==> src/rtl/aes_inv_key_sched_if.sv <==
// Key-load and round-key stream bundle for the inverse AES-128 key schedule.
interface aes_inv_key_sched_if;
  logic [127:0] key_in;
  logic         key_valid;
  logic         key_ready;
  logic [127:0] rk_out;
  logic [3:0]   rk_round;
  logic         rk_valid;
  logic         rk_ready;
  logic         busy;

  modport master (output key_in, key_valid, rk_ready,
                  input  key_ready, rk_out, rk_round, rk_valid, busy);
  modport slave  (input  key_in, key_valid, rk_ready,
                  output key_ready, rk_out, rk_round, rk_valid, busy);
endinterface

==> src/rtl/aes_inv_key_sched.sv <==
// Reverse AES-128 key schedule: takes round key NR and streams round keys NR..0,
// one full 128-bit key per step, optionally with a registered SubWord stage.
module aes_sbox (
  input  logic [7:0] i_a,
  output logic [7:0] o_s
);
  function automatic logic [7:0] f_mul(input logic [7:0] a, input logic [7:0] b);
    logic [7:0] p, x;
    p = 8'h00;
    x = a;
    for (int i = 0; i < 8; i++) begin
      if (b[i]) p = p ^ x;
      x = {x[6:0], 1'b0} ^ (x[7] ? 8'h1b : 8'h00);
    end
    return p;
  endfunction

  // GF(2^8) inverse as a^254 via a short square/multiply chain; 0 maps to 0.
  logic [7:0] w_x2, w_x3, w_x6, w_x12, w_x15, w_x30, w_x60, w_x120, w_x240, w_x252, w_inv;
  assign w_x2   = f_mul(i_a, i_a);
  assign w_x3   = f_mul(w_x2, i_a);
  assign w_x6   = f_mul(w_x3, w_x3);
  assign w_x12  = f_mul(w_x6, w_x6);
  assign w_x15  = f_mul(w_x12, w_x3);
  assign w_x30  = f_mul(w_x15, w_x15);
  assign w_x60  = f_mul(w_x30, w_x30);
  assign w_x120 = f_mul(w_x60, w_x60);
  assign w_x240 = f_mul(w_x120, w_x120);
  assign w_x252 = f_mul(w_x240, w_x12);
  assign w_inv  = f_mul(w_x252, w_x2);

  assign o_s = w_inv ^ {w_inv[6:0], w_inv[7]} ^ {w_inv[5:0], w_inv[7:6]}
             ^ {w_inv[4:0], w_inv[7:5]} ^ {w_inv[3:0], w_inv[7:4]} ^ 8'h63;
endmodule

module aes_inv_key_sched #(
  parameter int NR        = 10,
  parameter int SBOX_PIPE = 0
) (
  input logic                clk,
  input logic                rst,
  aes_inv_key_sched_if.slave io
);
  localparam logic [3:0] LP_NR = 4'(NR);

  typedef enum logic [1:0] {S_IDLE = 2'd0, S_OUT = 2'd1, S_CALC = 2'd2} state_t;

  state_t       r_state;
  logic [127:0] r_key;
  logic [3:0]   r_round;
  logic         r_valid, r_kready, r_busy;

  logic [31:0]  w_w0, w_w1, w_w2, w_w3, w_p0, w_p1, w_p2, w_p3;
  logic [31:0]  w_rot, w_sub, w_sub_use;
  logic [7:0]   w_rcon;
  logic [127:0] w_prev;

  assign {w_w0, w_w1, w_w2, w_w3} = r_key;
  assign w_p3  = w_w3 ^ w_w2;
  assign w_p2  = w_w2 ^ w_w1;
  assign w_p1  = w_w1 ^ w_w0;
  assign w_rot = {w_p3[23:0], w_p3[31:24]};

  for (genvar g = 0; g < 4; g++) begin : g_sbox
    aes_sbox u_sbox (.i_a(w_rot[8*g +: 8]), .o_s(w_sub[8*g +: 8]));
  end

  // The key is stable through OUT and CALC, so the SubWord register can load every cycle.
  if (SBOX_PIPE != 0) begin : g_pipe
    logic [31:0] r_sub;
    always_ff @(posedge clk or posedge rst) begin
      if (rst) r_sub <= '0;
      else     r_sub <= w_sub;
    end
    assign w_sub_use = r_sub;
  end else begin : g_comb
    assign w_sub_use = w_sub;
  end

  always_comb begin
    w_rcon = 8'h00;
    case (r_round)
      4'd10:   w_rcon = 8'h36;
      4'd9:    w_rcon = 8'h1b;
      4'd8:    w_rcon = 8'h80;
      4'd7:    w_rcon = 8'h40;
      4'd6:    w_rcon = 8'h20;
      4'd5:    w_rcon = 8'h10;
      4'd4:    w_rcon = 8'h08;
      4'd3:    w_rcon = 8'h04;
      4'd2:    w_rcon = 8'h02;
      4'd1:    w_rcon = 8'h01;
      default: w_rcon = 8'h00;
    endcase
  end

  assign w_p0   = w_w0 ^ w_sub_use ^ {w_rcon, 24'h0};
  assign w_prev = {w_p0, w_p1, w_p2, w_p3};

  always_ff @(posedge clk or posedge rst) begin
    if (rst) begin
      r_state  <= S_IDLE;
      r_key    <= '0;
      r_round  <= '0;
      r_valid  <= 1'b0;
      r_kready <= 1'b1;
      r_busy   <= 1'b0;
    end else begin
      case (r_state)
        S_IDLE: if (io.key_valid) begin
          r_key    <= io.key_in;
          r_round  <= LP_NR;
          r_valid  <= 1'b1;
          r_kready <= 1'b0;
          r_busy   <= 1'b1;
          r_state  <= S_OUT;
        end
        S_OUT: if (io.rk_ready) begin
          if (r_round == 4'd0) begin
            r_valid  <= 1'b0;
            r_kready <= 1'b1;
            r_busy   <= 1'b0;
            r_state  <= S_IDLE;
          end else if (SBOX_PIPE == 0) begin
            r_key   <= w_prev;
            r_round <= r_round - 4'd1;
          end else begin
            r_valid <= 1'b0;
            r_state <= S_CALC;
          end
        end
        S_CALC: begin
          r_key   <= w_prev;
          r_round <= r_round - 4'd1;
          r_valid <= 1'b1;
          r_state <= S_OUT;
        end
        default: r_state <= S_IDLE;
      endcase
    end
  end

  assign io.key_ready = r_kready;
  assign io.rk_out    = r_key;
  assign io.rk_round  = r_round;
  assign io.rk_valid  = r_valid;
  assign io.busy      = r_busy;
endmodule
==> src/flat_wrapper.sv <==
// flat-port wrapper written by rule: the top's interface ports become plain ports
module aes_inv_key_sched_flat 
#(
  parameter int NR        = 10,
  parameter int SBOX_PIPE = 0
)
  (clk, rst, io_key_in, io_key_valid, io_rk_ready, io_key_ready, io_rk_out, io_rk_round, io_rk_valid, io_busy);
  aes_inv_key_sched_if io_i ();
  input logic clk;
  input logic rst;
  input wire logic [$bits(io_i.key_in)-1:0] io_key_in;
  input wire logic [$bits(io_i.key_valid)-1:0] io_key_valid;
  input wire logic [$bits(io_i.rk_ready)-1:0] io_rk_ready;
  output wire logic [$bits(io_i.key_ready)-1:0] io_key_ready;
  output wire logic [$bits(io_i.rk_out)-1:0] io_rk_out;
  output wire logic [$bits(io_i.rk_round)-1:0] io_rk_round;
  output wire logic [$bits(io_i.rk_valid)-1:0] io_rk_valid;
  output wire logic [$bits(io_i.busy)-1:0] io_busy;
  assign io_i.key_in = io_key_in;
  assign io_i.key_valid = io_key_valid;
  assign io_i.rk_ready = io_rk_ready;
  assign io_key_ready = io_i.key_ready;
  assign io_rk_out = io_i.rk_out;
  assign io_rk_round = io_i.rk_round;
  assign io_rk_valid = io_i.rk_valid;
  assign io_busy = io_i.busy;
  aes_inv_key_sched #(.NR(NR), .SBOX_PIPE(SBOX_PIPE)) u_core (.clk(clk), .rst(rst), .io(io_i));
endmodule
==> config.mk <==
export PLATFORM = sky130hd
export DESIGN_NAME = aes_inv_key_sched_flat
export DESIGN_NICKNAME = d
export VERILOG_FILES = /design/src/rtl/aes_inv_key_sched_if.sv /design/src/rtl/aes_inv_key_sched.sv /design/src/flat_wrapper.sv
export SDC_FILE = /design/constraint.sdc
export NUM_CORES = 2
export LEC_CHECK = 0
export CAP_MARGIN = 20
export CELL_PAD_IN_SITES_DETAIL_PLACEMENT = 0
export CELL_PAD_IN_SITES_GLOBAL_PLACEMENT = 2
export CORE_ASPECT_RATIO = 1.2
export CORE_MARGIN = 2
export CORE_UTILIZATION = 39
export DETAILED_ROUTE_END_ITERATION = 10
export MAX_ROUTING_LAYER = met4
export PLACE_DENSITY = 0.85
export SLEW_MARGIN = 20
export SYNTH_ARGS = -nofsm -noshare
export SYNTH_HDL_FRONTEND = slang
export SYNTH_HIERARCHICAL = 1
export SYNTH_SLANG_ARGS = --single-unit
==> constraint.sdc <==
create_clock -name clk -period 22.9 [get_ports clk]
set_input_delay 3.435 -clock clk [delete_from_list [all_inputs] [get_ports clk]]
set_output_delay 3.435 -clock clk [all_outputs]
set_load 0.03 [all_outputs]
==> run_results.csv <==
group,metric,value,unit
setup_path,worst-path-max-fanout,27,
sta,layout_min_cycle_time,21.44,ns
final_layout,drive_gt1_share,9.96,%
place,place_hpwl,132000,µm
sta,drv_slew,0,
floorplanning,dieHeight,401,µm
place,port_buffers,266,
route,vias,46000,
final_layout,seqCellArea,3360,µm²
synthesis,syn-cell-area,51300,µm²
sta,fin_crit_sh,93.6,%
floorplanning,io_pins,267,
place,gp_congestion,0.915,
clock_network,clock_sinks,134,
setup_path,start_kind,"register",
route,viasPerCell,5.72,
global_routing,grt_overflow,0,
global_routing,antenna_found_initial,9,
route,drt_first_pass_iters,8,
synthesis,ys_ff_latch,134,
clock_network,cts.repair.resized,0,
clock_network,clk_pin_slew_worst_paths,0.07,ns
setup_path,max_stage_delay,0.81,ns
sta,rsz0062_at_grt,"no",
synthesis,synth_area_leaders,"xnor2_1 (19%), xnor3_1 (10%), xor2_1 (7.2%), dfrtp_1 (6.5%), nor2_1 (4.7%)",
sta,worst_clock_skew,0.0403,ns
synthesis,synthFlopType,"dfrtp_1",
global_routing,grt_pass1_wl,269000,µm
synthesis,seq_area_frac_synth,6.54,%
setup_path,crit_arrival,21.89,ns
synthesis,yosysWarnings,6,
floorplanning,fp.coreArea,130000,µm²
clock_network,clockRootBuffer,"clkbuf_16",
clock_network,clk_latency,0.54,ns
clock_network,cts_inserted_buffers,17,
sta,fmax,0.0466,GHz
synthesis,synth_top_area_cell,"xnor2_1",
floorplanning,die_area,135000,µm²
place,pre_cts_ws,1.10,ns
final_layout,multi_input_area,46200,µm²
global_routing,grt_usage,26.0,%
final_layout,layout.cells.non_filler,8050,
route,post_drt_wl_per_cell,21.6,µm
synthesis,synth_edf_count,0,
synthesis,syn_inst,6258,
setup_path,required,23.35,ns
sta,max_slew_margin,19.3,%
final_layout,nFillCells,13000,
synthesis,synth.distinct_cells,98,
clock_network,cts_setup_buffers,0,
sta,hold_viol,0,
setup_path,crit_type,"reg2reg",
synthesis,synth_top_cell_area_share,18.7,%
status,status,"finished, final reports clean",
setup_path,end_kind,"register",
floorplanning,rows,145,
setup_path,critical-path-slowest-cell,"xnor2_2",
route,drt-initial-drc-count,3182,
sta,finalSetupViolations,0,
final_layout,area_delta_synth_final,10.4,%
clock_network,cts_tree,"built",
hold_path,min_path_type,"reg2reg",
place,dp_cells,8015,
sta,fin_ws,1.46,ns
setup_path,cpMostUsedCell,"xnor2_1",
clock_network,clockBufferDepth,2,
route,drc,0,
floorplanning,die_w,335,µm
global_routing,grt_max_degree,85,
synthesis,synth.avg_cell_area,8.20,µm²
clock_network,hold_buffers,0,
global_routing,grt_pass1_vias,44400,
route,drtAntennaViolNets,0,
route,wl,174000,µm
sta,hold_slack,0.511,ns
synthesis,async_flop_share,100,%
final_layout,fin_nets,6510,
clock_network,ctsHtreeMaxLevel,4,
floorplanning,start_util,39.3,%
sta,tightest_slew,1.20,ns
sta,setup_tns,0,ns
flow_run,maxCapViolations,0,
synthesis,synth_nets,6423,
## placed cells by master, fill, tap and decap left out, types with 21 or more instances in the layout
cell type           n
xnor2_4            34
nor2_1            644
nor3_1            140
xnor2_1          1079
a21o_1             70
nor2b_1           112
xor3_1             64
and2_1             45
o211ai_1           78
nand2_1           585
a21oi_1           300
inv_2              21
xnor3_1           236
xnor3_2            28
mux2_2             29
nand3b_1           27
a311oi_1           68
a31oi_1            50
a211oi_1          161
clkdlybuf4s50_1   264
mux2i_1           162
nor3b_1            26
buf_4             185
or3_1              56
xnor2_2           108
xor2_1            400
nand2b_1           69
nand4_1            26
nor4_1             26
nand3_1           172
ha_1               33
o21ai_1            40
and3_1             60
xor2_2             57
inv_1              68
o21ai_0           136
nor2_2             24
dfrtp_1           132
o22ai_1            69
## routing by layer
layer  track usage (%)  vias up  wire (µm)
met5                 -        -          0
met4              7.40        0       5000
met1              33.3    22400      76400
met2              43.1     1324      83500
li1                  -    22100          -
met3              2.94      198       8900
## cells by family (layout without fill, tap and decap cells)
family	after synthesis	after routing	synth area share (%)
AND/OR/NAND/NOR	2108	2108	19.4
XOR/XNOR	2021	2021	47.0
AO/OA/AOI/OAI	1290	1290	18.0
buffers and inverters	473	572	4.21
multiplexers	199	199	3.97
flip-flops	134	134	6.54
adder cells (fa/ha/maj)	33	33	0.804
other	0	3	0
## path summary, 6_finish.rpt
path	cells after the start	startpoint	to	slack [ns]
worst max register to register	66	u_core/io.rk_out[63]$_DFFE_PP0P_	u_core/io.rk_out[103]$_DFFE_PP0P_	1.46
min in group asynchronous	2	rst	u_core/io.rk_out[70]$_DFFE_PP0P_	3.39
worst max-delay path	66	u_core/io.rk_out[63]$_DFFE_PP0P_	u_core/io.rk_out[103]$_DFFE_PP0P_	1.46
worst min register to register	2	u_core/io.key_ready$_DFFE_PP1P_	u_core/io.key_ready$_DFFE_PP1P_	0.51
max in group asynchronous	3	rst	u_core/io.rk_out[14]$_DFFE_PP0P_	18.16
worst min-delay path	2	u_core/io.key_ready$_DFFE_PP1P_	u_core/io.key_ready$_DFFE_PP1P_	0.51
## critical path: cells and delay by family, from the launching register on
family / cells / cell delay [ns]
adder cells (fa/ha/maj): 5 / 2.05
AND/OR/NAND/NOR: 9 / 1.07
buffers and inverters: 8 / 1.85
flip-flops: 1 / 0.47
multiplexers: 2 / 0.51
XOR/XNOR: 38 / 14.60
AO/OA/AOI/OAI: 4 / 0.74
## sequential cells by signal, indices dropped and copies added (netlist names)
name	cells
u_core/io.rk_out	128
u_core/io.rk_round	4
u_core/io.busy	1
u_core/io.key_ready	1
## per-stage QoR
stage	util, %	instance area, µm²
3_3_place_gp	42.9	55900
6_report	43.4	56600
3_5_place_dp	42.9	56000
4_1_cts	43.4	56600
2_1_floorplan	-	51300
5_1_grt	43.4	56600
## area by class of cell
class / count / share of cell area (%)
clock buffers: 18 / 0.758
repair buffers: 451 / 7.14
well taps: 1690 / 3.73
multi-input cells: 5651 / 81.5
diodes: 3 / 0.0133
flip-flops and latches: 134 / 5.93
clock inverters: 13 / 0.305
inverters: 90 / 0.610
## Yosys cell counts, types with 27 or more instances
cell type and number:
or3_1 56, o211ai_1 78, xnor2_1 1093, o22ai_1 69, xnor3_2 28, o21ai_1 40, xor2_1 424, xnor2_2 96
nor3_1 141, buf_4 47, mux2_2 29, xor3_1 64, a31oi_1 50, nand2_1 585, xor2_2 36, nand3b_1 27
a21oi_1 300, clkbuf_1 182, mux2i_1 162, and3_1 60, buf_1 33, xnor3_1 236, nand3_1 172, a311oi_1 68
buf_2 112, a211oi_1 161, inv_1 69, nor2_1 644, and2_1 45, nand2b_1 70, o21ai_0 136, a21o_1 70
ha_1 33, xnor2_4 32, dfrtp_1 133, nor2b_1 113
Power is left out: the tool's default activity adds up to more than one toggle a clock period on the data nets, which glitch-free logic cannot reach.
